### config.mk
export PLATFORM = sky130hd
export DESIGN_NAME = frame_buffer_arbiter
export DESIGN_NICKNAME = d
export VERILOG_FILES = /design/src/rtl/frame_buffer_arbiter.sv
export SDC_FILE = /design/constraint.sdc
export NUM_CORES = 1
export LEC_CHECK = 0
export BUFFER_PORTS_ARGS = -buffer_cell sky130_fd_sc_hd__buf_4
export CAP_MARGIN = 20
export CORE_UTILIZATION = 40
export CTS_BUF_LIST = sky130_fd_sc_hd__clkbuf_8 sky130_fd_sc_hd__clkbuf_16
export DETAILED_ROUTE_END_ITERATION = 16
export GPL_TIMING_DRIVEN = 0
export PLACE_DENSITY = 0.55
export SETUP_SLACK_MARGIN = 0.05
export SYNTH_ARGS = -nofsm -noshare
export SYNTH_HDL_FRONTEND = slang
export SYNTH_SLANG_ARGS = --single-unit
### constraint.sdc
create_clock -name clk_i -period 4 [get_ports clk_i]
set_input_delay 0.2 -clock clk_i [delete_from_list [all_inputs] [get_ports clk_i]]
set_output_delay 0.2 -clock clk_i [all_outputs]
set_load 0.01 [all_outputs]
### src/rtl/frame_buffer_arbiter.sv
// Single-port frame-buffer arbiter: display reads always own the RAM port, camera
// writes queue in a small in-order FIFO and drain on cycles with no read request.
module frame_buffer_arbiter #(
  parameter int ADDR_WIDTH = 17,
  parameter int DATA_WIDTH = 12,
  parameter int FIFO_DEPTH = 8
) (
  input  logic                          clk_i,
  input  logic                          reset_i,
  input  logic                          rd_req_i,
  input  logic [ADDR_WIDTH-1:0]         rd_addr_i,
  output logic [DATA_WIDTH-1:0]         rd_data_o,
  output logic                          rd_valid_o,
  input  logic                          wr_valid_i,
  input  logic [ADDR_WIDTH-1:0]         wr_addr_i,
  input  logic [DATA_WIDTH-1:0]         wr_data_i,
  output logic                          wr_ready_o,
  input  logic                          overflow_clr_i,
  output logic                          overflow_o,
  output logic [$clog2(FIFO_DEPTH):0]   fifo_level_o,
  output logic                          mem_en_o,
  output logic                          mem_we_o,
  output logic [ADDR_WIDTH-1:0]         mem_addr_o,
  output logic [DATA_WIDTH-1:0]         mem_wdata_o,
  input  logic [DATA_WIDTH-1:0]         mem_rdata_i
);

  localparam int PTR_W = $clog2(FIFO_DEPTH);
  localparam int LVL_W = PTR_W + 1;
  localparam logic [LVL_W-1:0] LVL_FULL = LVL_W'(FIFO_DEPTH);
  localparam logic [LVL_W-1:0] LVL_ONE  = LVL_W'(1);
  localparam logic [PTR_W-1:0] PTR_ONE  = PTR_W'(1);

  typedef enum logic [1:0] {ST_IDLE, ST_READ, ST_WRITE} state_e;

  state_e                state_q, state_d;
  logic [ADDR_WIDTH-1:0] fifo_addr_q [FIFO_DEPTH];
  logic [DATA_WIDTH-1:0] fifo_data_q [FIFO_DEPTH];
  logic [PTR_W-1:0]      wr_ptr_q, wr_ptr_d;
  logic [PTR_W-1:0]      rd_ptr_q, rd_ptr_d;
  logic [LVL_W-1:0]      level_q, level_d;
  logic [ADDR_WIDTH-1:0] mem_addr_q, mem_addr_d;
  logic [DATA_WIDTH-1:0] mem_wdata_q, mem_wdata_d;
  logic                  rd_pend_q, rd_pend_d;
  logic                  rd_valid_q, rd_valid_d;
  logic [DATA_WIDTH-1:0] rd_data_q, rd_data_d;
  logic                  overflow_q, overflow_d;
  logic                  full, push, pop;

  always_comb begin
    full        = (level_q == LVL_FULL);
    push        = wr_valid_i && !full;
    pop         = !rd_req_i && (level_q != '0);
    state_d     = ST_IDLE;
    mem_addr_d  = mem_addr_q;
    mem_wdata_d = mem_wdata_q;
    if (rd_req_i) begin
      state_d    = ST_READ;
      mem_addr_d = rd_addr_i;
    end else if (pop) begin
      state_d     = ST_WRITE;
      mem_addr_d  = fifo_addr_q[rd_ptr_q];
      mem_wdata_d = fifo_data_q[rd_ptr_q];
    end

    wr_ptr_d = push ? wr_ptr_q + PTR_ONE : wr_ptr_q;
    rd_ptr_d = pop  ? rd_ptr_q + PTR_ONE : rd_ptr_q;
    level_d  = level_q;
    if (push && !pop)      level_d = level_q + LVL_ONE;
    else if (!push && pop) level_d = level_q - LVL_ONE;

    // RAM returns data the cycle after the READ op; register it one more time.
    rd_pend_d  = (state_q == ST_READ);
    rd_valid_d = rd_pend_q;
    rd_data_d  = rd_pend_q ? mem_rdata_i : rd_data_q;

    overflow_d = overflow_q;
    if (wr_valid_i && full) overflow_d = 1'b1;
    else if (overflow_clr_i) overflow_d = 1'b0;
  end

  always_ff @(posedge clk_i or posedge reset_i) begin
    if (reset_i) begin
      state_q     <= ST_IDLE;
      wr_ptr_q    <= '0;
      rd_ptr_q    <= '0;
      level_q     <= '0;
      mem_addr_q  <= '0;
      mem_wdata_q <= '0;
      rd_pend_q   <= 1'b0;
      rd_valid_q  <= 1'b0;
      rd_data_q   <= '0;
      overflow_q  <= 1'b0;
    end else begin
      state_q     <= state_d;
      wr_ptr_q    <= wr_ptr_d;
      rd_ptr_q    <= rd_ptr_d;
      level_q     <= level_d;
      mem_addr_q  <= mem_addr_d;
      mem_wdata_q <= mem_wdata_d;
      rd_pend_q   <= rd_pend_d;
      rd_valid_q  <= rd_valid_d;
      rd_data_q   <= rd_data_d;
      overflow_q  <= overflow_d;
    end
  end

  // Entry storage needs no reset: the level/pointers define what is valid.
  always_ff @(posedge clk_i) begin
    if (push) begin
      fifo_addr_q[wr_ptr_q] <= wr_addr_i;
      fifo_data_q[wr_ptr_q] <= wr_data_i;
    end
  end

  assign mem_en_o     = (state_q != ST_IDLE);
  assign mem_we_o     = (state_q == ST_WRITE);
  assign mem_addr_o   = mem_addr_q;
  assign mem_wdata_o  = mem_wdata_q;
  assign rd_valid_o   = rd_valid_q;
  assign rd_data_o    = rd_data_q;
  assign wr_ready_o   = !full;
  assign overflow_o   = overflow_q;
  assign fifo_level_o = level_q;

endmodule

==> run summary, run 1 <==
library cells used by synthesis = 35
die area = 28200 sq um
Largest stage delay, worst path = 790 ps
post-CTS setup buffer count = 0
area share of fa/ha/maj cells after synthesis = 0.750%
drt wl/cell = 22.4 um
nets@finish = 839
largest family of logic cells by synthesized area = multiplexers
mux cell area share after synthesis = 13.6%
Worst Clk Skew = 15.7 ps
most used cell along the critical path = ha_1
vias in the first global route = 6563
final hold viol count = 0
proportion of layout cells with a drive suffix above 1 = 33.2%
DR iter-0 viols = 478
CP Data Required Time = 4430 ps
VDD IR max = 0.000359 V
TritonRoute pass-1 iters = 5
syn_nets = 621
Layout Cell Area excl Fill = 14100 sq um
# DRC = 0
ranking of synthesized cells by area = edfxtp_1 (63%), dfrtp_1 (13%), mux4_2 (12%), and3_1 (1.4%), nand2_1 (1.4%)
WHS = 73.9 ps
Psw = 2790 uW
EDFF count, synth = 232
PostCTS Resize Cnt = 0
leak pwr = 0.00525 uW
Placed Instance Area = 12600 sq um
CP startpoint = fifo_level_o[1]$_DFFE_PP0P_
Achievable Freq = 273 MHz
initial antenna violation count = 1
CP max-delay cell = nor4_4
clock buffer depth = 3
Final Max Slew Viols = 0
core area = 27000 sq um
Initial Utilization = 40.9%
DPL Wire Length = 16100 um
register share of total power = 43.3%
Crit. End Element = flop
Pint = 6700 uW
clk root buf = clkbuf_16
complex-gate fraction of the synthesized area = 3.54%
Worst EP arrival = 4090 ps
Worst-path clk slew = 60 ps
Syn Inst Count = 552
CP max FO = 10
unrepaired setup endpoints after global routing = false
max-cap violation count = 0
status = complete, no violations
Final Cycle Share = 91.7%
H-tree lvl count = 1
Async SR Flop Fraction = 19.4%
CTS tree = built
vias = 5969
power density over cell area = 672 nW/um^2
sequential element share of the synthesized area = 76.0%
first-pass GRT wire length = 38700 um
total wire length = 25400 um
post-route setup slack = 334 ps
XOR/XNOR Fraction of Synth Area = 0.398%
Slew headroom = 34.9%
Synth Register Bits = 288
clk sink count = 288
crit-path cells = nor4_4 -> or2_2 -> buf_2 -> ha_1 -> inv_1 -> ha_1 -> a21o_1 -> a2111oi_0 -> a31oi_1 -> a221o_1
RD Place Congestion = 0.720
clk_lat worst skew = 540 ps
DIE WIDTH = 168 um
worst setup path class = reg2reg
pin count of the biggest net entering global routing = 38
synth-to-layout area growth = 28.2%
Synth Area in Simple Gates = 4.19%
Min-Delay Startpoint = rd_addr_i[13]
Layout fillers = 2137
TritonCTS Buffers = 29
dominant synthesized flop cell = edfxtp_1
Startpoint Class = flop
Worst-Margin Slew = 972 ps
Top delay family on crit path = simple AND/OR/NAND/NOR gates
Tot GR Track Use = 18.4%
via-per-instance ratio = 5.26
final setup fails = 0
r2r startpoint = fifo_level_o[1]$_DFFE_PP0P_
post-route minimum period = 3670 ps
Sw Ratio = 29.4%
clock share of power = 26.9%
Yosys Warn Count = 0
Syn Area/Cell = 20.0 sq um
CP bufs+invs = 2
hold crit path type = in2reg
area share of the largest cell type after synthesis = 63.2%
DIE HEIGHT = 168 um
ANT nets after route = 0
grt total ovfl = 0
combinational fraction of design power = 29.8%
DP Worst Slack = 266 ps
input/output buffers = 112
Post-Syn Area = 11000 sq um
IO Pins = 113
FP Rows = 60
area leader, netlist = edfxtp_1
## flip-flops by register name, summed over array words and instances, names as in the netlist
signal,cells
fifo_addr_q,136
fifo_data_q,96
fifo_level_o,4
mem_addr_o,17
mem_wdata_o,12
overflow_o,1
rd_data_o,12
rd_pend_q,1
rd_ptr_q,3
rd_valid_o,1
state_q,2
wr_ptr_q,3
## cells by family (layout without fill, tap and decap cells)
family	Yosys count	count (layout)
adders and majority gates	6	6
AOI/OAI and AO/OA	53	53
muxes	76	76
DFF	288	288
other	0	1
buffers and inverters	35	276
xor gates and xnor gates	5	5
and+or+nand+nor	89	89
## synthesized netlist by cell type, types with 8 or more instances
| master | count |
|---|---|
| edfxtp_1 | 232 |
| mux4_2 | 58 |
| dfrtp_1 | 56 |
| nand2_1 | 40 |
| and3_1 | 24 |
| o21ai_0 | 17 |
| clkbuf_1 | 14 |
| a221o_1 | 13 |
| mux2_2 | 13 |
| a211o_1 | 12 |
| buf_2 | 11 |
| nor2_1 | 8 |
## timing repair
action                                 in CTS  in global routing
setup endpoints to repair                   0                  1
endpoints found under the hold margin     299                  0
hold buffers                               62                  0
## worst min-delay path, delay by kind of cell
kind | cells | cell delay [ps]
AO/OA/AOI/OAI | 2 | 240
AND/OR/NAND/NOR | 1 | 40
buffers and inverters | 1 | 80
## worst paths after layout
path,endpoint,cells past startpoint,slack (ps)
max,fifo_level_o[3]$_DFFE_PP0P_,10,330
min,mem_addr_o[13]$_DFFE_PP0P_,4,70
max reg2reg,fifo_level_o[3]$_DFFE_PP0P_,10,330
min reg2reg,rd_pend_q$_DFF_PP0_,1,440
max in group asynchronous,mem_wdata_o[6]$_DFFE_PP0P_,4,2940
min in group asynchronous,rd_pend_q$_DFF_PP0_,3,420
## layer usage
layer	track usage, %	up-vias	part of all wire (%)
met1	23.6	3094	42
met2	32.4	173	51
met5	0	-	0
met3	3.62	30	4.8
li1	-	2672	-
met4	4.03	0	1.6
## cells in the final DEF (no fill, tap or decap), types with 12 or more instances in the layout
master and count:
a211o_1 12, and3_1 24, o21ai_0 17, mux4_2 58, nand2_1 40, dlygate4sd3_1 62
inv_1 19, buf_4 112, mux2_2 13, dfrtp_1 56, a221o_1 13, edfxtp_1 232
clkbuf_16 30, clkbuf_1 14
## cell type report
type                    count  area (sq um)  share of cell area (%)
diodes                      1          2.50                  0.0177
flip-flops and latches    288          8370                    59.2
well taps                 341           427                    3.02
clock inverters            21           118                   0.833
plain buffers              29           145                    1.03
multi-input cells         229          2540                    18.0
inverters                   6          22.5                   0.159
repair buffers            187          1710                    12.1
clock buffers              33           792                    5.61
## through the flow
step | util (%) | total power, uW | TNS, ps | instances
2_1_floorplan | - | 5800 | 0 | 552
3_3_place_gp | 45.6 | 6810 | -126530 | 1005
3_5_place_dp | 46.7 | 7000 | 0 | 1018
4_1_cts | 52.4 | 9620 | 0 | 1134
5_1_grt | 52.4 | 9960 | 0 | 1135
6_report | 52.4 | 9500 | 0 | 1135
## power groups by stage
stage | combinational, uW | sequential (uW) | clock, uW
finish | 2830 | 4110 | 2550
global route | 3080 | 4160 | 2720
CTS | 2900 | 4110 | 2610
detailed placement | 2840 | 4170 | 0
global placement | 2640 | 4170 | 0
floorplan | 1600 | 4200 | 0
No activity file was read; power rests on OpenSTA's default activity.
==> run 2, diff against run 1 <==
Settings changed: CORE_MARGIN set to 10.
==> run summary, run 2 (synthesis gave the netlist of run 1 again) <==
Final Total Pwr = 9650 uW (+1.7%)
Worst-path clk slew = 60 ps (about the same)
via-per-instance ratio = 5.26 (about the same)
first-pass GRT wire length = 40400 um (+4.4%)
final setup fails = 0 (unchanged)
r2r startpoint = fifo_level_o[0]$_DFFE_PP0P_
IO Pins = 113 (unchanged)
max reg flops = 136 (unchanged)
Placed Instance Area = 12600 sq um (-0.17%)
final core utilization = 52.5% (+0.12 points)
total wire length = 26400 um (+4.1%)
most frequent cells in the layout = edfxtp_1 (232), buf_4 (116), dlygate4sd3_1 (63)
drt wl/cell = 23.1 um (+3.4%)
Startpoint Class = flop
Tot GR Track Use = 15.6% (-2.8 points)
clock buffer depth = 3 (unchanged)
DR iter-0 viols = 405 (-15%)
final hold viol count = 0 (unchanged)
core area = 27000 sq um (+0.28%)
worst setup path class = reg2reg
Crit. End Element = flop
commonest non-fill, non-tap cell in the layout = edfxtp_1
clk root buf = clkbuf_16
DIE WIDTH = 186 um (+11%)
CP max FO = 6 (-4)
Layout Cell Area excl Fill = 14200 sq um (+0.51%)
initial antenna violation count = 0 (-1)
DIE HEIGHT = 186 um (+11%)
nets@finish = 845 (+0.72%)
unrepaired setup endpoints after global routing = false
Final Cycle Share = 82.7% (-9.0 points)
VDD IR max = 0.000421 V (+17%)
worst reg2reg setup slack = 690 ps (+360 ps)
Worst-Margin Slew = 833 ps (-138 ps)
CTS tree = built
Initial Utilization = 40.8% (-0.11 points)
die area = 34600 sq um (+23%)
post-route setup slack = 693 ps (+359 ps)
TritonCTS Buffers = 30 (+3.4%)
input/output buffers = 112 (unchanged)
proportion of layout cells with a drive suffix above 1 = 34.0% (+0.83 points)
TritonRoute pass-1 iters = 4 (-1)
Reg with most FFs = fifo_addr_q
ANT nets after route = 0 (unchanged)
clk sink count = 288 (unchanged)
H-tree lvl count = 1 (unchanged)
PostCTS Resize Cnt = 0 (unchanged)
pin count of the biggest net entering global routing = 57 (+50%)
Achievable Freq = 302 MHz (+11%)
DP Worst Slack = 220 ps (-45.9 ps)
RD Place Congestion = 0.724 (+0.49%)
# DRC = 0 (unchanged)
post-route minimum period = 3310 ps (-359 ps)
max-cap violation count = 0 (unchanged)
grt total ovfl = 0 (unchanged)
leak pwr = 0.00528 uW (+0.50%)
vias in the first global route = 6674 (+1.7%)
Final Max Slew Viols = 0 (unchanged)
status = complete, no violations
hold crit path type = in2async
Crit Reg-Reg Endpoint = fifo_level_o[3]$_DFFE_PP0P_
R2R depth = 10 (unchanged)
clk_lat worst skew = 550 ps (about the same)
Worst Clk Skew = 10.2 ps (-5.57 ps)
Slew headroom = 44.4% (+9.6 points)
vias = 6010 (+0.69%)
DPL Wire Length = 16900 um (+5.1%)
Worst EP arrival = 3730 ps (-360 ps)
CP Data Required Time = 4420 ps (about the same)
WHS = 402 ps (+328 ps)
synth-to-layout area growth = 28.9%
power density over cell area = 680 nW/um^2 (+1.2%)
FP Rows = 60 (unchanged)
==> run 2: repair_timing <==
action                                 in CTS  in global routing
setup endpoints to repair                   0                  1
hold buffers                               63                  0
endpoints found under the hold margin     321                  0
buffers inserted                            0                  3
==> run 2: critical path, cell delays in order, from the launching register on <==
cell       delay, ps
dfrtp_1          470
or4b_2           750
nand2_1          160
inv_1            110
ha_1             240
inv_1            160
ha_1             260
a21o_1           200
a2111oi_0        430
a31oi_1           70
a221o_1          330
==> run 2: power breakdown <==
group | internal [uW] | leakage [uW] | switching [uW]
registers | 3840 | 0.00278 | 262
clock network | 1590 | 0.000515 | 1090
logic | 1410 | 0.00198 | 1460
total | 6840 | 0.00528 | 2810
==> run 2: area by class of cell <==
class | instances | area, sq um
antenna | 1 | 2.50
timing repair buffer | 192 | 1720
inverter | 6 | 25.0
fill | 2173 | 12800
buffer | 29 | 145
clock inverter | 21 | 140
clock buffer | 35 | 831
multi-input combinational | 229 | 2540
sequential | 288 | 8370
tap | 341 | 427
==> run 2: per-stage QoR <==
stage | instances | setup TNS [ps]
final | 1142 | 0
after global routing | 1141 | 0
after CTS | 1138 | 0
after detailed placement | 1019 | 0
after global placement | 1005 | -143140
after floorplan | 552 | 0
==> run 2: worst max path at each step <==
stage | startpoint | endpoint | cells after the start
global route | fifo_level_o[0]$_DFFE_PP0P_ | fifo_level_o[3]$_DFFE_PP0P_ | 10
CTS | fifo_level_o[0]$_DFFE_PP0P_ | fifo_level_o[3]$_DFFE_PP0P_ | 10
finish | fifo_level_o[0]$_DFFE_PP0P_ | fifo_level_o[3]$_DFFE_PP0P_ | 10
global placement | fifo_level_o[0]$_DFFE_PP0P_ | fifo_data_q[0][7]$_DFFE_PP_ | 5
floorplan | fifo_level_o[0]$_DFFE_PP0P_ | fifo_addr_q[0][0]$_DFFE_PP_ | 5
detailed placement | fifo_level_o[0]$_DFFE_PP0P_ | fifo_level_o[3]$_DFFE_PP0P_ | 10
==> run 2: layer usage <==
| layer | GRT usage, % | part of all wire [%] | vias up |
|---|---|---|---|
| met2 | 25.7 | 48 | 194 |
| met3 | 3.10 | 6.7 | 39 |
| li1 | - | - | 2680 |
| met5 | 0 | 0 | - |
| met1 | 20.8 | 44 | 3097 |
| met4 | 3.39 | 1.7 | 0 |
